**src/rtl/sha256_msg_schedule.sv**
```systemverilog
// SHA-256 message schedule generator: loads one 16-word block, then streams W[0..NUM_WORDS-1]
// using a 16-entry sliding window instead of a full 64-word schedule memory.
module sha256_msg_schedule #(
    parameter int unsigned NUM_WORDS = 64
) (
    input  logic        clk,
    input  logic        rst,
    input  logic        in_valid,
    output logic        in_ready,
    input  logic [31:0] in_word,
    output logic        out_valid,
    input  logic        out_ready,
    output logic [31:0] out_word,
    output logic [5:0]  out_index,
    output logic        out_last,
    output logic        busy
);

    localparam logic [5:0] LAST_IDX = 6'(NUM_WORDS - 1);

    typedef enum logic {
        LOAD,
        EMIT
    } stateT;

    stateT       state;
    stateT       stateNext;
    logic [3:0]  loadCnt;
    logic [31:0] win [16];
    logic [31:0] newWord;
    logic [5:0]  nextIdx;
    logic        inXfer;
    logic        outXfer;

    function automatic logic [31:0] smallSigma0(input logic [31:0] x);
        return {x[6:0], x[31:7]} ^ {x[17:0], x[31:18]} ^ (x >> 3);
    endfunction

    function automatic logic [31:0] smallSigma1(input logic [31:0] x);
        return {x[16:0], x[31:17]} ^ {x[18:0], x[31:19]} ^ (x >> 10);
    endfunction

    assign in_ready = (state == LOAD);
    assign busy     = (state == EMIT);
    assign inXfer   = in_valid && in_ready;
    assign outXfer  = out_valid && out_ready;
    assign nextIdx  = out_index + 6'd1;

    // Window holds W[n-16..n-1] whenever W[n] (n >= 16) is about to be presented
    assign newWord = smallSigma1(win[14]) + win[9] + smallSigma0(win[1]) + win[0];

    always_ff @(posedge clk) begin
        if (rst) begin
            state <= LOAD;
        end else begin
            state <= stateNext;
        end
    end

    always_comb begin
        stateNext = state;
        case (state)
            LOAD: if (inXfer && loadCnt == 4'd15) stateNext = EMIT;
            EMIT: if (outXfer && out_last) stateNext = LOAD;
            default: stateNext = LOAD;
        endcase
    end

    always_ff @(posedge clk) begin
        if (state == LOAD && inXfer) begin
            for (int unsigned i = 0; i < 15; i++) win[i] <= win[i+1];
            win[15] <= in_word;
        end else if (state == EMIT && outXfer && !out_last && nextIdx >= 6'd16) begin
            for (int unsigned i = 0; i < 15; i++) win[i] <= win[i+1];
            win[15] <= newWord;
        end
    end

    always_ff @(posedge clk) begin
        if (rst) begin
            loadCnt   <= '0;
            out_valid <= 1'b0;
            out_word  <= '0;
            out_index <= '0;
            out_last  <= 1'b0;
        end else begin
            case (state)
                LOAD: begin
                    if (inXfer) begin
                        loadCnt <= loadCnt + 4'd1;
                        if (loadCnt == 4'd15) begin
                            // W0 sits in slot 1 until this same edge shifts it to slot 0
                            out_valid <= 1'b1;
                            out_index <= '0;
                            out_word  <= win[1];
                            out_last  <= (LAST_IDX == 6'd0);
                        end
                    end
                end
                EMIT: begin
                    if (outXfer) begin
                        if (out_last) begin
                            out_valid <= 1'b0;
                            out_last  <= 1'b0;
                            loadCnt   <= '0;
                        end else begin
                            out_index <= nextIdx;
                            out_last  <= (nextIdx == LAST_IDX);
                            out_word  <= (nextIdx < 6'd16) ? win[nextIdx[3:0]] : newWord;
                        end
                    end
                end
                default: ;
            endcase
        end
    end

endmodule

```
**config.mk**
```make
export PLATFORM = sky130hd
export DESIGN_NAME = sha256_msg_schedule
export DESIGN_NICKNAME = d
export VERILOG_FILES = /design/src/rtl/sha256_msg_schedule.sv
export SDC_FILE = /design/constraint.sdc
export NUM_CORES = 1
export LEC_CHECK = 0
export BUFFER_PORTS_ARGS = -buffer_cell sky130_fd_sc_hd__buf_4
export CAP_MARGIN = 20
export CELL_PAD_IN_SITES_DETAIL_PLACEMENT = 2
export CELL_PAD_IN_SITES_GLOBAL_PLACEMENT = 2
export CORE_MARGIN = 5
export CORE_UTILIZATION = 39
export DETAILED_ROUTE_END_ITERATION = 6
export PLACE_DENSITY = 0.76
export SYNTH_ARGS = -nofsm -noshare
export SYNTH_HDL_FRONTEND = slang
export SYNTH_SLANG_ARGS = --single-unit
```
**constraint.sdc**
```tcl
create_clock -name clk -period 18.5 [get_ports clk]
set_input_delay 2.775 -clock clk [delete_from_list [all_inputs] [get_ports clk]]
set_output_delay 2.775 -clock clk [all_outputs]
set_load 0.02 [all_outputs]
```
==> run metrics, run 1 <==
GRT busiest layer=met2; GRT Util Overall=0.232; WHS=~0.45 ns; hold_buf cts=0; Mean Syn Cell Area=15.0 sq um; postcts setup bufs=0; worst slack at placement=11.69 ns; post-synthesis mux area share=0.124; Num CTS Buffers=a little under 60; met3 global-route usage=0.0473; number of global-route vias before repair=about 18,000; worst vdd ir=between 100 and 150 uV; Synth Area in Simple Gates=0.0603; ys flop type=edfxtp_1; DRC=0; Cell Rows=95; RSZ-0062 raised after global routing=false; TritonCTS clock tree=yes; Critical Path RT=approximately 19 ns; Clk pin slew, worst setup/hold paths=roughly 0.060 ns; synth warn=0; Hold Vio Cnt, Final=0; Syn Inst Count=around 1,800; Synth Register Bits=between 500 and 600; Routed Antenna Nets=0; die area=about 74,000 sq um; # Max-Cap Violations=0; relative slew slack=0.301; GPL Wtd Cong=approximately 0.9; Via density=about 6; cell area after synthesis=approximately 27,000 sq um; # fillers=roughly 6,300; # nets final=slightly below 2,000; H-Tree Level Count=2; Core ar.=67,400 sq um; Clock Sinks=557; min Tclk post-route=between 5 and 6 ns; xor-xnor portion of the synthesized cell area=0.0510; Setup Crit Path Kind=in -> reg; final instance area=between 30,000 and 40,000 sq um; detailed placement HPWL=59,600 microns; adder-cell share of the synthesized area=0.0626; maximum root-to-sink buffer count=3; GRT met2 Usage=0.393; Clk Latency, worst-skew pair=0.64 ns; Post-DP Area=between 20,000 and 30,000 sq um; Pre-antenna DRT Iters=5; Syn Nets=about 1,900; Worst Path Max Fanout=slightly above 80; Critical Path AT=a little under 6 ns; Power Density=about 180 nW/um^2; largest family of logic cells by synthesized area=multiplexers; Compound-Gate Fraction of Synth Area=0.0527; post-synthesis sequential area ratio=0.612; crit start category=input port; most common cell after layout, fill and taps aside=edfxtp_1; initial antenna violation count=4; layout cells sized above 1=0.186; Setup TNS Final=0 ns; IO Pins=78; input/output buffers=between 70 and 80; area leader, netlist=edfxtp_1; Slew Viols, Final=0; Layout area overhead=13.3%; final worst slack=12.78 ns; Max Freq=~170 MHz; Routed WL per cell=31.4 microns; Die Wd=around 270 microns; Tot Pwr=5.48 mW; M1 GR Usage=0.297; Post-synth EDFFs=roughly 500; Starting Density=0.395; crit path capture type=flop; WL final=between 80,000 and 90,000 microns; Setup-failing EPs final=0; type of the most critical hold path=reg -> reg; grt ovf=0; Synth area leaders=edfxtp_1 58%, mux4_2 12%, fa_1 4.7%, xnor2_1 4.0%, dfxtp_1 3.4%; vias=~17,000; first-pass GRT wire length=127,000 microns; ys async rst share=0; die extent in y=271 microns; crit share post-route=0.309; status=completed; commonest cells after routing, fill and taps aside=512 x edfxtp_1, 145 x inv_1, 143 x mux4_2, 139 x nand2_1, 121 x xnor2_1; P_leak=roughly 11 nW; Iter 0 DRT Violations=approximately 1,800; top cell type's share of synthesized area=0.578; actual slew at the worst max-slew pin=between 1 and 1.5 ns; clk_skew=between 0.03 and 0.04 ns; largest net degree at the start of global routing=just over 80; Yosys cell types=a little under 70; post-CTS resize count=0; root buffer cell=clkbuf_16
critical path: stages:
cell     delay [ns]
buf_4          0.10
and4b_1        0.19
buf_4          0.34
nand2_1        0.20
nand2_4        0.47
buf_4          0.82
buf_4          0.89
registers in the layout (all words and copies together) (netlist names):
register   cells
out_word      32
busy           1
win          512
out_last       1
loadCnt        4
out_valid      1
out_index      6
power by group:
group          switching, mW  internal, mW
Clock                  0.523         0.746
Sequential             0.158          1.58
Combinational           1.62         0.844
logic make-up (layout without fill, tap and decap cells):
group	after synthesis	in the layout
mux	150	150
other cells	0	1
simple gates	351	351
compound gates	232	232
xor+xnor	152	152
fa+ha+maj	96	96
flops	557	557
buf+inv	237	358
worst paths after layout:
| check | startpoint | to | slack, ns | cells past startpoint |
|---|---|---|---|---|
| max | out_ready | win[1][14] | 12.78 | 7 |
| min | win[15][12] | win[14][12] | 0.45 | 0 |
| max reg2reg | win[14][20] | win[15][27] | 13.04 | 16 |
| min reg2reg | win[15][12] | win[14][12] | 0.45 | 0 |
metrics by stage:
stage,instances,util
2_1_floorplan,1775,-
3_3_place_gp,2657,0.416
3_5_place_dp,2657,0.416
4_1_cts,2767,0.447
5_1_grt,2769,0.447
6_report,2770,0.447
cell type report:
| cell class | instances | area [sq um] | share of cell area |
|---|---|---|---|
| Tap cell | 873 | 1090 | 0.0362 |
| Timing Repair Buffer | 103 | 806 | 0.0267 |
| Clock inverter | 33 | 418 | 0.0139 |
| Clock buffer | 77 | 1630 | 0.0539 |
| Sequential cell | 557 | 16300 | 0.540 |
| Antenna cell | 1 | 2.50 | 0.0000830 |
| Inverter | 145 | 544 | 0.0180 |
| Multi-Input combinational cell | 981 | 9390 | 0.311 |
synthesized netlist by cell type, drive strengths merged (6+ instances only):
library cell	n
edfxtp	512
nand4	13
dfxtp	45
a21oi	82
mux4	143
nor3	33
nand3	44
a21o	12
nand2	141
inv	145
nor2	71
ha	34
fa	62
o21ai	65
and3	13
buf	48
a31oi	12
nor4	8
xnor2	122
xor2	30
clkbuf	44
o31ai	6
metal layers:
layer,vias up,part of all wire
li1,6781,-
met1,8918,0.40
met2,673,0.49
met3,177,0.068
met4,4,0.039
met5,-,0.00036
No activity file was read; power rests on OpenSTA's default activity.
==> run 2: changes to the inputs <==
Settings changed: PLACE_DENSITY 0.76 to 0.79.
Clock period 18.5 ns to 4.7 ns, I/O delays scaled along.
==> run metrics, run 2 (synthesized netlist as in run 1, its figures left out) <==
maximum root-to-sink buffer count=3 (unchanged); final core occ=0.460 (+0.0122); input/output buffers=77 (unchanged); vias=17,200 (+4.1%); Routed WL per cell=33.1 microns (+5.4%); WL final=94,800 microns (+9.1%); largest net degree at the start of global routing=104 (+25%); area taken by multi-input logic gates=9490 sq um (+1.1%); Tot Pwr=22.5 mW (+310%); Max Freq=between 200 and 250 MHz; critical path depth=15 (+8); crit share post-route=0.986; crit start category=flop; ANT cells=0 (-1); Clk Latency, worst-skew pair=0.64 ns (about the same); slowest library cell on the worst path=edfxtp_1; type of the most critical hold path=in -> reg; worst vdd ir=443 uV (+230%); Clk pin slew, worst setup/hold paths=0.06 ns (about the same); Cell Rows=95 (unchanged); GPL Wtd Cong=0.935 (+3.0%); most common cell after layout, fill and taps aside=edfxtp_1; min Tclk post-route=between 4 and 5 ns; worst slack at placement=-0.0606 ns (-11.75 ns); Power Density=727 nW/um^2 (+300%); Hold Vio Cnt, Final=0 (unchanged); Crit path max-delay family=adder cells; Core ar.=67,400 sq um (unchanged); cell count of the worst hold path=3 (+3); status=completed; number of global-route vias before repair=18,900 (+3.7%); Buf/Inv on CP=3 (-1); root buffer cell=clkbuf_16; final instance area=31,000 sq um (+2.7%); Layout area overhead=16.4%; Routed Antenna Nets=0 (unchanged); H-Tree Level Count=2 (unchanged); detailed placement HPWL=67,400 microns (+13%); final worst slack=0.0645 ns (-12.71 ns); max reg flops=512 (unchanged); Clock Sinks=557 (unchanged); Top reg by flops=win; TritonCTS clock tree=yes; RSZ-0062 raised after global routing=true; # nets final=2,073 (+4.7%); initial antenna violation count=2 (-2); Storage cell area=16,300 sq um (unchanged); DRC=0 (unchanged); Post-DP Area=28,800 sq um (+2.5%); layout cells sized above 1=0.235 (+0.0497); die extent in y=271 microns (unchanged); Pre-antenna DRT Iters=7 (+2); grt ovf=0 (unchanged); # fillers=6,335 (+0.65%); R2R depth=15 (-1); relative slew slack=0.275 (-0.0264); clk_skew=0.0286 ns (-0.00841 ns); commonest cells after routing, fill and taps aside=512 x edfxtp_1, 186 x buf_4, 145 x inv_1, 143 x mux4_2, 138 x nand2_1; CP max stage delay=0.55 ns (-0.34 ns); Critical Path RT=5.02 ns (-13.70 ns); CP Cell Sequence=xnor2_2, xnor2_2, fa_1, inv_1, fa_1, inv_1, ha_1, a21o_1, a31oi_1, buf_4, nand3_1, o211ai_1, nand2_2, xnor2_1, o21ai_0; Critical Path AT=4.95 ns (-1.00 ns); Die Wd=271 microns (unchanged); IO Pins=78 (unchanged); Setup Crit Path Kind=reg -> reg; Via density=6.01 (+0.64%); Setup-failing EPs final=0 (unchanged); Num CTS Buffers=60 (+1.7%); Slew Viols, Final=0 (unchanged); # Max-Cap Violations=0 (unchanged); GRT Util Overall=0.253 (+0.0212); hold_buf cts=0 (unchanged); crit path capture type=flop; Worst Path Max Fanout=6 (-93%); first-pass GRT wire length=136,000 microns (+7.4%); die area=73,500 sq um (unchanged); Starting Density=0.395 (unchanged); Iter 0 DRT Violations=1,533 (-14%); actual slew at the worst max-slew pin=1.09 ns (+0.0378 ns); Top Registers=win: 512 flops, out_word: 32 flops, out_index: 6 flops; P_leak=11.3 nW (+4.8%)
-- run 2: worst paths after layout --
kind / slack [ns] / start / end
setup / recovery: 0.06 / win[14][18] / win[15][23]
hold / removal: 0.34 / in_word[9] / win[15][9]
setup reg to reg: 0.06 / win[14][18] / win[15][23]
hold reg to reg: 0.43 / win[13][9] / win[12][9]
-- run 2: stage by stage --
stage,hold slack [ns],cells,setup TNS (ns)
2_1_floorplan,0.421,1775,0
3_3_place_gp,0.425,2734,0
3_5_place_dp,0.430,2734,-0.118
4_1_cts,0.316,2851,0
5_1_grt,0.343,2866,-0.0955
6_report,0.341,2866,0
-- run 2: tightest hold or removal path, cell delays in order --
cell and delay (ns):
buf_4 0.08, nand2_1 0.04, nand2_1 0.05
-- run 2: metal layers --
| layer | routed length, microns | up-vias | GRT usage |
|---|---|---|---|
| met1 | 37100 | 9271 | 0.321 |
| met5 | 0 | - | 0 |
| met3 | 7340 | 186 | 0.0578 |
| met2 | 46100 | 809 | 0.423 |
| li1 | - | 6970 | - |
| met4 | 4300 | 0 | 0.104 |
-- run 2: area by class of cell --
class                   instances  share of cell area
clock inverters                31             0.00901
inverters                     145              0.0176
repair buffers                196              0.0514
well taps                     873              0.0353
flip-flops and latches        557               0.526
multi-input cells             981               0.306
clock buffers                  83              0.0549
-- run 2: where the power goes --
part	switching, mW	total (mW)	internal [mW]
Clock	2.07	4.82	2.75
Combinational	6.83	10.9	4.04
Sequential	0.587	6.82	6.23
-- run 2: repair_timing --
action / 4_1_cts / 5_1_grt
pin swaps: 0 / 4
setup buffers: 3 / 14
gates cloned: 0 / 0
setup endpoints to repair: 7 / 19
resized for setup: 4 / 16
